`config.mk`:
```
export PLATFORM = sky130hd
export DESIGN_NAME = wb_pwm_sequencer
export DESIGN_NICKNAME = d
export VERILOG_FILES = /design/src/rtl/wb_pwm_sequencer.sv
export SDC_FILE = /design/constraint.sdc
export NUM_CORES = 1
export LEC_CHECK = 0
export ABC_AREA = 1
export CORE_MARGIN = 10
export CORE_UTILIZATION = 47
export CTS_CLUSTER_SIZE = 28
export DETAILED_ROUTE_END_ITERATION = 16
export HOLD_SLACK_MARGIN = 0.05
export PLACE_DENSITY_LB_ADDON = 0.15
export RECOVER_POWER = 100
export SETUP_SLACK_MARGIN = 0.4
export SYNTH_ARGS = -nofsm -noshare
export SYNTH_HDL_FRONTEND = slang
export SYNTH_SLANG_ARGS = --single-unit
```
`constraint.sdc`:
```
create_clock -name i_wb_clk -period 3.8 [get_ports i_wb_clk]
set_input_delay 1.14 -clock i_wb_clk [delete_from_list [all_inputs] [get_ports i_wb_clk]]
set_output_delay 1.14 -clock i_wb_clk [all_outputs]
set_load 0.02 [all_outputs]
```
`src/rtl/wb_pwm_sequencer.sv`:
```
// Wishbone master that sweeps per-channel triangle-wave duties
// and writes them to the LED PWM slave once per tick period.
module wb_pwm_sequencer #(
  parameter int CHANNELS    = 3,
  parameter int BITS        = 5,
  parameter int TICK_CYCLES = 65536,
  parameter int TIMEOUT     = 255
) (
  input  logic        i_wb_clk,
  input  logic        i_wb_rst_n,
  input  logic        i_en,
  output logic        o_wb_cyc,
  output logic        o_wb_stb,
  output logic        o_wb_we,
  output logic [31:0] o_wb_addr,
  output logic [31:0] o_wb_data,
  input  logic        i_wb_stall,
  input  logic        i_wb_ack,
  output logic        o_frame_done,
  output logic        o_err
);

  localparam int IW   = (CHANNELS > 1) ? $clog2(CHANNELS) : 1;
  localparam int KW   = $clog2(TICK_CYCLES + 1);
  localparam int TW   = $clog2(TIMEOUT + 1);
  localparam int SPAN = (1 << BITS) / CHANNELS;
  localparam logic [BITS-1:0] MAX = '1;

  typedef enum logic [1:0] {
    IDLE,
    REQUEST,
    WAIT_ACK,
    DONE
  } state_e;

  state_e              state_q, state_d;
  logic [KW-1:0]       tick_q, tick_d;
  logic [IW-1:0]       idx_q, idx_d;
  logic [TW-1:0]       timer_q, timer_d;
  logic                err_q, err_d;
  logic                step;
  logic [BITS-1:0]     duty_q [CHANNELS];
  logic [BITS-1:0]     duty_d [CHANNELS];
  logic [CHANNELS-1:0] up_q, up_d;
  logic [BITS-1:0]     cur_duty;

  always_ff @(posedge i_wb_clk or negedge i_wb_rst_n) begin
    if (!i_wb_rst_n) begin
      state_q <= IDLE;
      tick_q  <= '0;
      idx_q   <= '0;
      timer_q <= '0;
      err_q   <= 1'b0;
    end else begin
      state_q <= state_d;
      tick_q  <= tick_d;
      idx_q   <= idx_d;
      timer_q <= timer_d;
      err_q   <= err_d;
    end
  end

  // Duties start evenly spread so channels sweep out of phase.
  always_ff @(posedge i_wb_clk or negedge i_wb_rst_n) begin
    if (!i_wb_rst_n) begin
      for (int k = 0; k < CHANNELS; k++) begin
        duty_q[k] <= BITS'(k * SPAN);
      end
      up_q <= '1;
    end else if (step) begin
      duty_q <= duty_d;
      up_q   <= up_d;
    end
  end

  always_comb begin
    for (int k = 0; k < CHANNELS; k++) begin
      duty_d[k] = duty_q[k];
      up_d[k]   = up_q[k];
      if (up_q[k]) begin
        if (duty_q[k] == MAX) begin
          duty_d[k] = MAX - 1'b1;
          up_d[k]   = 1'b0;
        end else begin
          duty_d[k] = duty_q[k] + 1'b1;
        end
      end else if (duty_q[k] == '0) begin
        duty_d[k] = BITS'(1);
        up_d[k]   = 1'b1;
      end else begin
        duty_d[k] = duty_q[k] - 1'b1;
      end
    end
  end

  always_comb begin
    state_d = state_q;
    tick_d  = tick_q;
    idx_d   = idx_q;
    timer_d = timer_q;
    err_d   = 1'b0;
    step    = 1'b0;
    unique case (state_q)
      IDLE: begin
        if (!i_en) begin
          tick_d = '0;
        end else if (tick_q == KW'(TICK_CYCLES - 1)) begin
          tick_d  = '0;
          idx_d   = '0;
          step    = 1'b1;
          state_d = REQUEST;
        end else begin
          tick_d = tick_q + 1'b1;
        end
      end
      REQUEST: begin
        if (!i_wb_stall) begin
          timer_d = '0;
          state_d = WAIT_ACK;
        end
      end
      WAIT_ACK: begin
        if (i_wb_ack) begin
          if (idx_q == IW'(CHANNELS - 1)) begin
            state_d = DONE;
          end else begin
            idx_d   = idx_q + 1'b1;
            state_d = REQUEST;
          end
        end else if (timer_q == TW'(TIMEOUT - 1)) begin
          err_d   = 1'b1;
          state_d = DONE;
        end else begin
          timer_d = timer_q + 1'b1;
        end
      end
      DONE: begin
        tick_d  = '0;
        state_d = IDLE;
      end
      default: state_d = IDLE;
    endcase
  end

  always_comb begin
    cur_duty = '0;
    for (int k = 0; k < CHANNELS; k++) begin
      if (idx_q == IW'(k)) cur_duty = duty_q[k];
    end
  end

  always_comb begin
    o_wb_cyc     = 1'b0;
    o_wb_stb     = 1'b0;
    o_wb_we      = 1'b0;
    o_wb_addr    = '0;
    o_wb_data    = '0;
    o_frame_done = 1'b0;
    o_err        = 1'b0;
    unique case (state_q)
      REQUEST: begin
        o_wb_cyc  = 1'b1;
        o_wb_stb  = 1'b1;
        o_wb_we   = 1'b1;
        o_wb_addr = {{(32-IW){1'b0}}, idx_q};
        o_wb_data = {{(32-BITS){1'b0}}, cur_duty};
      end
      WAIT_ACK: o_wb_cyc = 1'b1;
      DONE: begin
        o_frame_done = 1'b1;
        o_err        = err_q;
      end
      default: ;
    endcase
  end

endmodule

```
# Yosys cells after proc, flatten, opt, wreduce, memory -nomap -nowiden
# Index checks and enable logic that the tools add are counted.
dict set report totals {
  word_cells 100
  input_bits 5
  register_bits 48
  mem_bits_rw 0
  latch_bits 0
  romBits 0
  n_memories 0
}
dict set report classes {
  n_eq_ne 18
  n_reduce_logical 12
  muxes 52
  n_mul 0
  div 0
  n_shift 0
  bitwise_logic 0
  add_sub_neg 9
  magnitude_cmp 0
}
# cell n
set ops {}
lappend ops {{5-bit two-way mux} 13}
lappend ops {{17-bit two-way mux} 2}
lappend ops {{17-bit one-hot mux with 2 select lines} 1}
lappend ops {{8-bit two-way mux} 3}
lappend ops {{2-bit two-way mux} 11}
lappend ops {{1-bit two-way mux} 19}
lappend ops {{17-bit by 1-bit adder with 17-bit output, second input constant} 1}
lappend ops {{17-bit by 16-bit equality test with 1-bit output, second input constant} 1}
lappend ops {{8-bit one-hot mux with 2 select lines} 1}
lappend ops {{5-bit by 1-bit adder with 5-bit output, second input constant} 3}
lappend ops {{5-bit equality test, second input constant} 3}
lappend ops {{5-bit logical NOT} 3}
lappend ops {{5-bit by 1-bit subtractor with 5-bit output, second input constant} 3}
lappend ops {{2-bit != test, second input constant} 7}
lappend ops {{8-bit by 1-bit adder with 8-bit output, second input constant} 1}
lappend ops {{8-bit equality test, second input constant} 1}
lappend ops {{2-bit one-hot mux with 4 select lines} 1}
lappend ops {{4-bit AND reduction} 2}
lappend ops {{2-bit equality test, second input constant} 3}
lappend ops {{2-bit nonzero test} 3}
lappend ops {{5-bit AND reduction} 1}
lappend ops {{2-bit by 1-bit equality test with 1-bit output, second input constant} 2}
lappend ops {{2-bit logical NOT} 2}
lappend ops {{2-bit one-hot mux with 2 select lines} 1}
lappend ops {{other kinds (3)} 3}

# Logic depth before layout (Yosys ltp)
dict set report logic_depth {
  word_depth 5
  depth_mapped 10
}

# Worst setup path after synthesis
# OpenSTA, ideal clock, no wires.
dict set report synth_timing {
  path_kind {reg-to-output}
  from {register idx_q[1]}
  to {output port o_wb_data[1]}
  slack_ps 1110
  stages_incl_launch_ff 6
  arrival_ps 1550
  path_cell_list {dfrtp_1 inv_1 ha_1 nor2_1 nand2_1 a221oi_1}
}
dict set report synth_via {
  elab_chain_len 5
}
# item line_no
set synth_rtl {}
lappend synth_rtl {{start: declaration} 38} ;# logic [IW-1:0] idx_q, idx_d;
lappend synth_rtl {{start signal: assignment} 57} ;# idx_q <= idx_d;
lappend synth_rtl {{2-bit logical NOT} 148} ;# if (idx_q == IW'(k)) cur_duty = duty_q[k];
lappend synth_rtl {{5-bit two-way mux (2 in a row)} 148}
lappend synth_rtl {{5-bit two-way mux (*)} 148}
lappend synth_rtl {{5-bit two-way mux (*)} 160} ;# unique case (state_q)
lappend synth_rtl {{end: declaration} 16} ;# output logic [31:0] o_wb_data,
# Mark *: on every way between the ends. The rest lies on a longest branch, timed or not.

# Worst setup path in the final report
dict set report layout_timing {
  from {register idx_q[1]}
  to {output port o_wb_data[4]}
}
# Same word-level chain as after synthesis.

==> flow_summary_export.csv <==
group,metric,value,unit
worst_setup_path,r2r_cells,8,
finish,nNetsFinal,535,
floorplan,start_util,0.479,
detailed_routing,firstDrtPassIters,6,
placement,placed_cells,609,
clock_tree,cts_setup_buffers,0,
timing,setup_violations,0,
floorplan,die_width,108,um
finish,final_cell_mix,"nand2_1, inv_1, conb_1, nor2_1, o21ai_0",
worst_setup_path,cp_max_fo,6,
job,drv_cap,1,
finish,syn2layout_area_growth,1.26,%
timing,max_freq,296,MHz
worst_setup_path,crit_required,2.66,ns
detailed_routing,num_vias,2860,
detailed_routing,post_drt_wl_per_cell,12.4,um
timing,worstMarginPinSlew,1.84,ns
timing,max_slew_margin,-0.224,
clock_tree,tritoncts,"yes",
floorplan,fp-row-count,32,
placement,dpl_cell_area,3690,um^2
worst_setup_path,end_kind,"output port",
timing,slew_violations,34,
floorplan,dieArea,11800,um^2
clock_tree,numCtsBuffers,5,
detailed_routing,first_iter_violations,127,
grt,antenna_found_initial,0,
synth,synth_seq_cells,48,
clock_tree,path_clk_slew,0.09,ns
synth,netlist_area,3680,um^2
grt,grt_max_degree,34,
worst_setup_path,crit_arrival,2.24,ns
power_and_ir_drop,p_total,0.918,mW
timing,period_needed,3.38,ns
detailed_routing,final_antenna_net_count,0,
synth,yosysUniqueCellTypes,33,
floorplan,design.core.area,7690,um^2
detailed_routing,wl,7.67,mm
clock_tree,root_buffer,"clkbuf_8",
timing,rsz0062_at_grt,"false",
outcome,violations,"max-capacitance violations, max-slew violations",
synth,syn_inst,502,
timing,whs,0.511,ns
grt,grt_overflow_total,0,
outcome,status,"complete, but fails checks",
hold_path,hold_path.class,"register to register",
floorplan,ios,74,
clock_tree,cts_num_sinks,48,
worst_setup_path,setup.worst_path.class,"register to output port",
timing,hold_violations,0,
synth,syn-mean-instance-area,7.33,um^2
detailed_routing,viasPerCell,4.64,
finish,layout-drive-gt1-share,0.0388,
finish,final_area,3720,um^2
finish,ff_latch_area,1210,um^2
placement,gp_congestion,0.824,
floorplan,die_y,108,um
synth,ys_warn_count,0,
grt,grt.total_usage,0.132,
clock_tree,h-tree-depth,2,
power_and_ir_drop,max-vdd-ir-drop,0.122,mV
hold_path,hold_path_depth,2,
clock_tree,insertion_delay,0.30,ns
placement,portBuffers,16,
placement,dp_hpwl,5.97,mm
finish,final_cells,617,
power_and_ir_drop,p_leak,1.80,nW
detailed_routing,drcViolationCount,0,
finish,final_common_cell,"nand2_1",
timing,post-route-period-util,0.890,
timing,fin_skew,0.00612,ns
grt,grt_pass1_wl,13.0,mm
synth,yosysSeqAreaShare,0.329,
finish,antenna_cells,0,
finish,num-fill-cells,835,
worst_setup_path,startpoint_type,"register",
finish,multi_input_area,1900,um^2
power_and_ir_drop,power_density,247,nW/um^2
timing,tns,0,ns
clock_tree,clk_path_buf_depth,2,
grt,first_global_vias,2785,
==> timing repair <==
item / 4_1_cts / 5_1_grt
gates resized for setup: 2 / 3
hold buffers: 0 / 0
gates cloned: 0 / 0
setup endpoints to repair: 2 / 3
==> critical path, cell delays in order (launching register included) <==
cell           delay, ns
dfrtp_1             0.40
inv_1               0.08
ha_1                0.25
nor2_1              0.28
a221oi_1            0.12
nor2_1              0.13
dlygate4sd3_1       0.69
==> cell usage after synthesis, drive strengths merged <==
cell	n	area, um^2
xnor2	2	17.5
inv	62	233
a221oi	5	43.8
clkbuf	7	26.3
nand3	33	165
o31ai	3	22.5
ha	16	200
nor3	11	55.1
dfstp	7	184
and2	2	12.5
nor2	46	193
o21a	2	15.0
o21ai	43	234
conb	1	3.75
a21o	1	7.51
nand3b	1	20.0
nor4	1	6.26
nand2	112	433
xor2	19	166
nand4	10	62.6
buf	62	467
a21oi	14	81.3
clkinv	1	3.75
dfrtp	41	1030
==> flip-flops by register name (all words and copies together) (netlist names) <==
| name | cells |
|---|---|
| idx_q | 2 |
| state_q | 2 |
| duty_q | 15 |
| tick_q | 17 |
| err_q | 1 |
| timer_q | 8 |
| up_q | 3 |
==> metal layers <==
metal	track usage	part of all wire	vias up
met3	0.0387	0.061	7
met5	0	0	-
met2	0.214	0.46	54
li1	-	-	1503
met1	0.171	0.47	1296
met4	0.0254	0.0093	0
==> where the power goes <==
part	switching [mW]	internal (mW)
combinational	0.0724	0.00707
sequential	0.00190	0.513
clock	0.175	0.149
total	0.249	0.669
==> final timing paths <==
| path | end | start | slack (ns) |
|---|---|---|---|
| worst min register to register | duty_q[6]$_DFFE_PN1P_ | duty_q[6]$_DFFE_PN1P_ | 0.51 |
| min in group asynchronous | duty_q[7]$_DFFE_PN0P_ | i_wb_rst_n | 1.32 |
| worst max-delay path | o_wb_data[4] | idx_q[1]$_DFFE_PN0P_ | 0.42 |
| max in group asynchronous | timer_q[7]$_DFFE_PN0P_ | i_wb_rst_n | 1.31 |
| worst max register to register | up_q[2]$_DFFE_PN1P_ | tick_q[1]$_DFFE_PN0P_ | 1.64 |
| worst min-delay path | duty_q[6]$_DFFE_PN1P_ | duty_q[6]$_DFFE_PN1P_ | 0.51 |
==> cells by family after synthesis <==
group / count (synthesis) / share of synthesized area
XOR/XNOR: 21 / 0.0500
buffers and inverters: 132 / 0.198
flip-flops: 48 / 0.329
other: 1 / 0.00102
AO/OA/AOI/OAI: 68 / 0.110
adder cells (fa/ha/maj): 16 / 0.0544
AND/OR/NAND/NOR: 216 / 0.257
==> through the flow <==
step | setup slack [ns] | utilization
floorplan | 1.11 | -
global placement | 0.757 | 0.480
detailed placement | 0.674 | 0.480
CTS | 0.487 | 0.492
global route | 0.278 | 0.485
finish | 0.417 | 0.485
==> cell type report <==
class                   instances  share of cell area
well taps                     102              0.0343
multi-input cells             378               0.511
flip-flops and latches         48               0.325
inverters                      63              0.0635
repair buffers                 18              0.0427
clock buffers                   8              0.0242
Power figures use the tool's default switching activity.
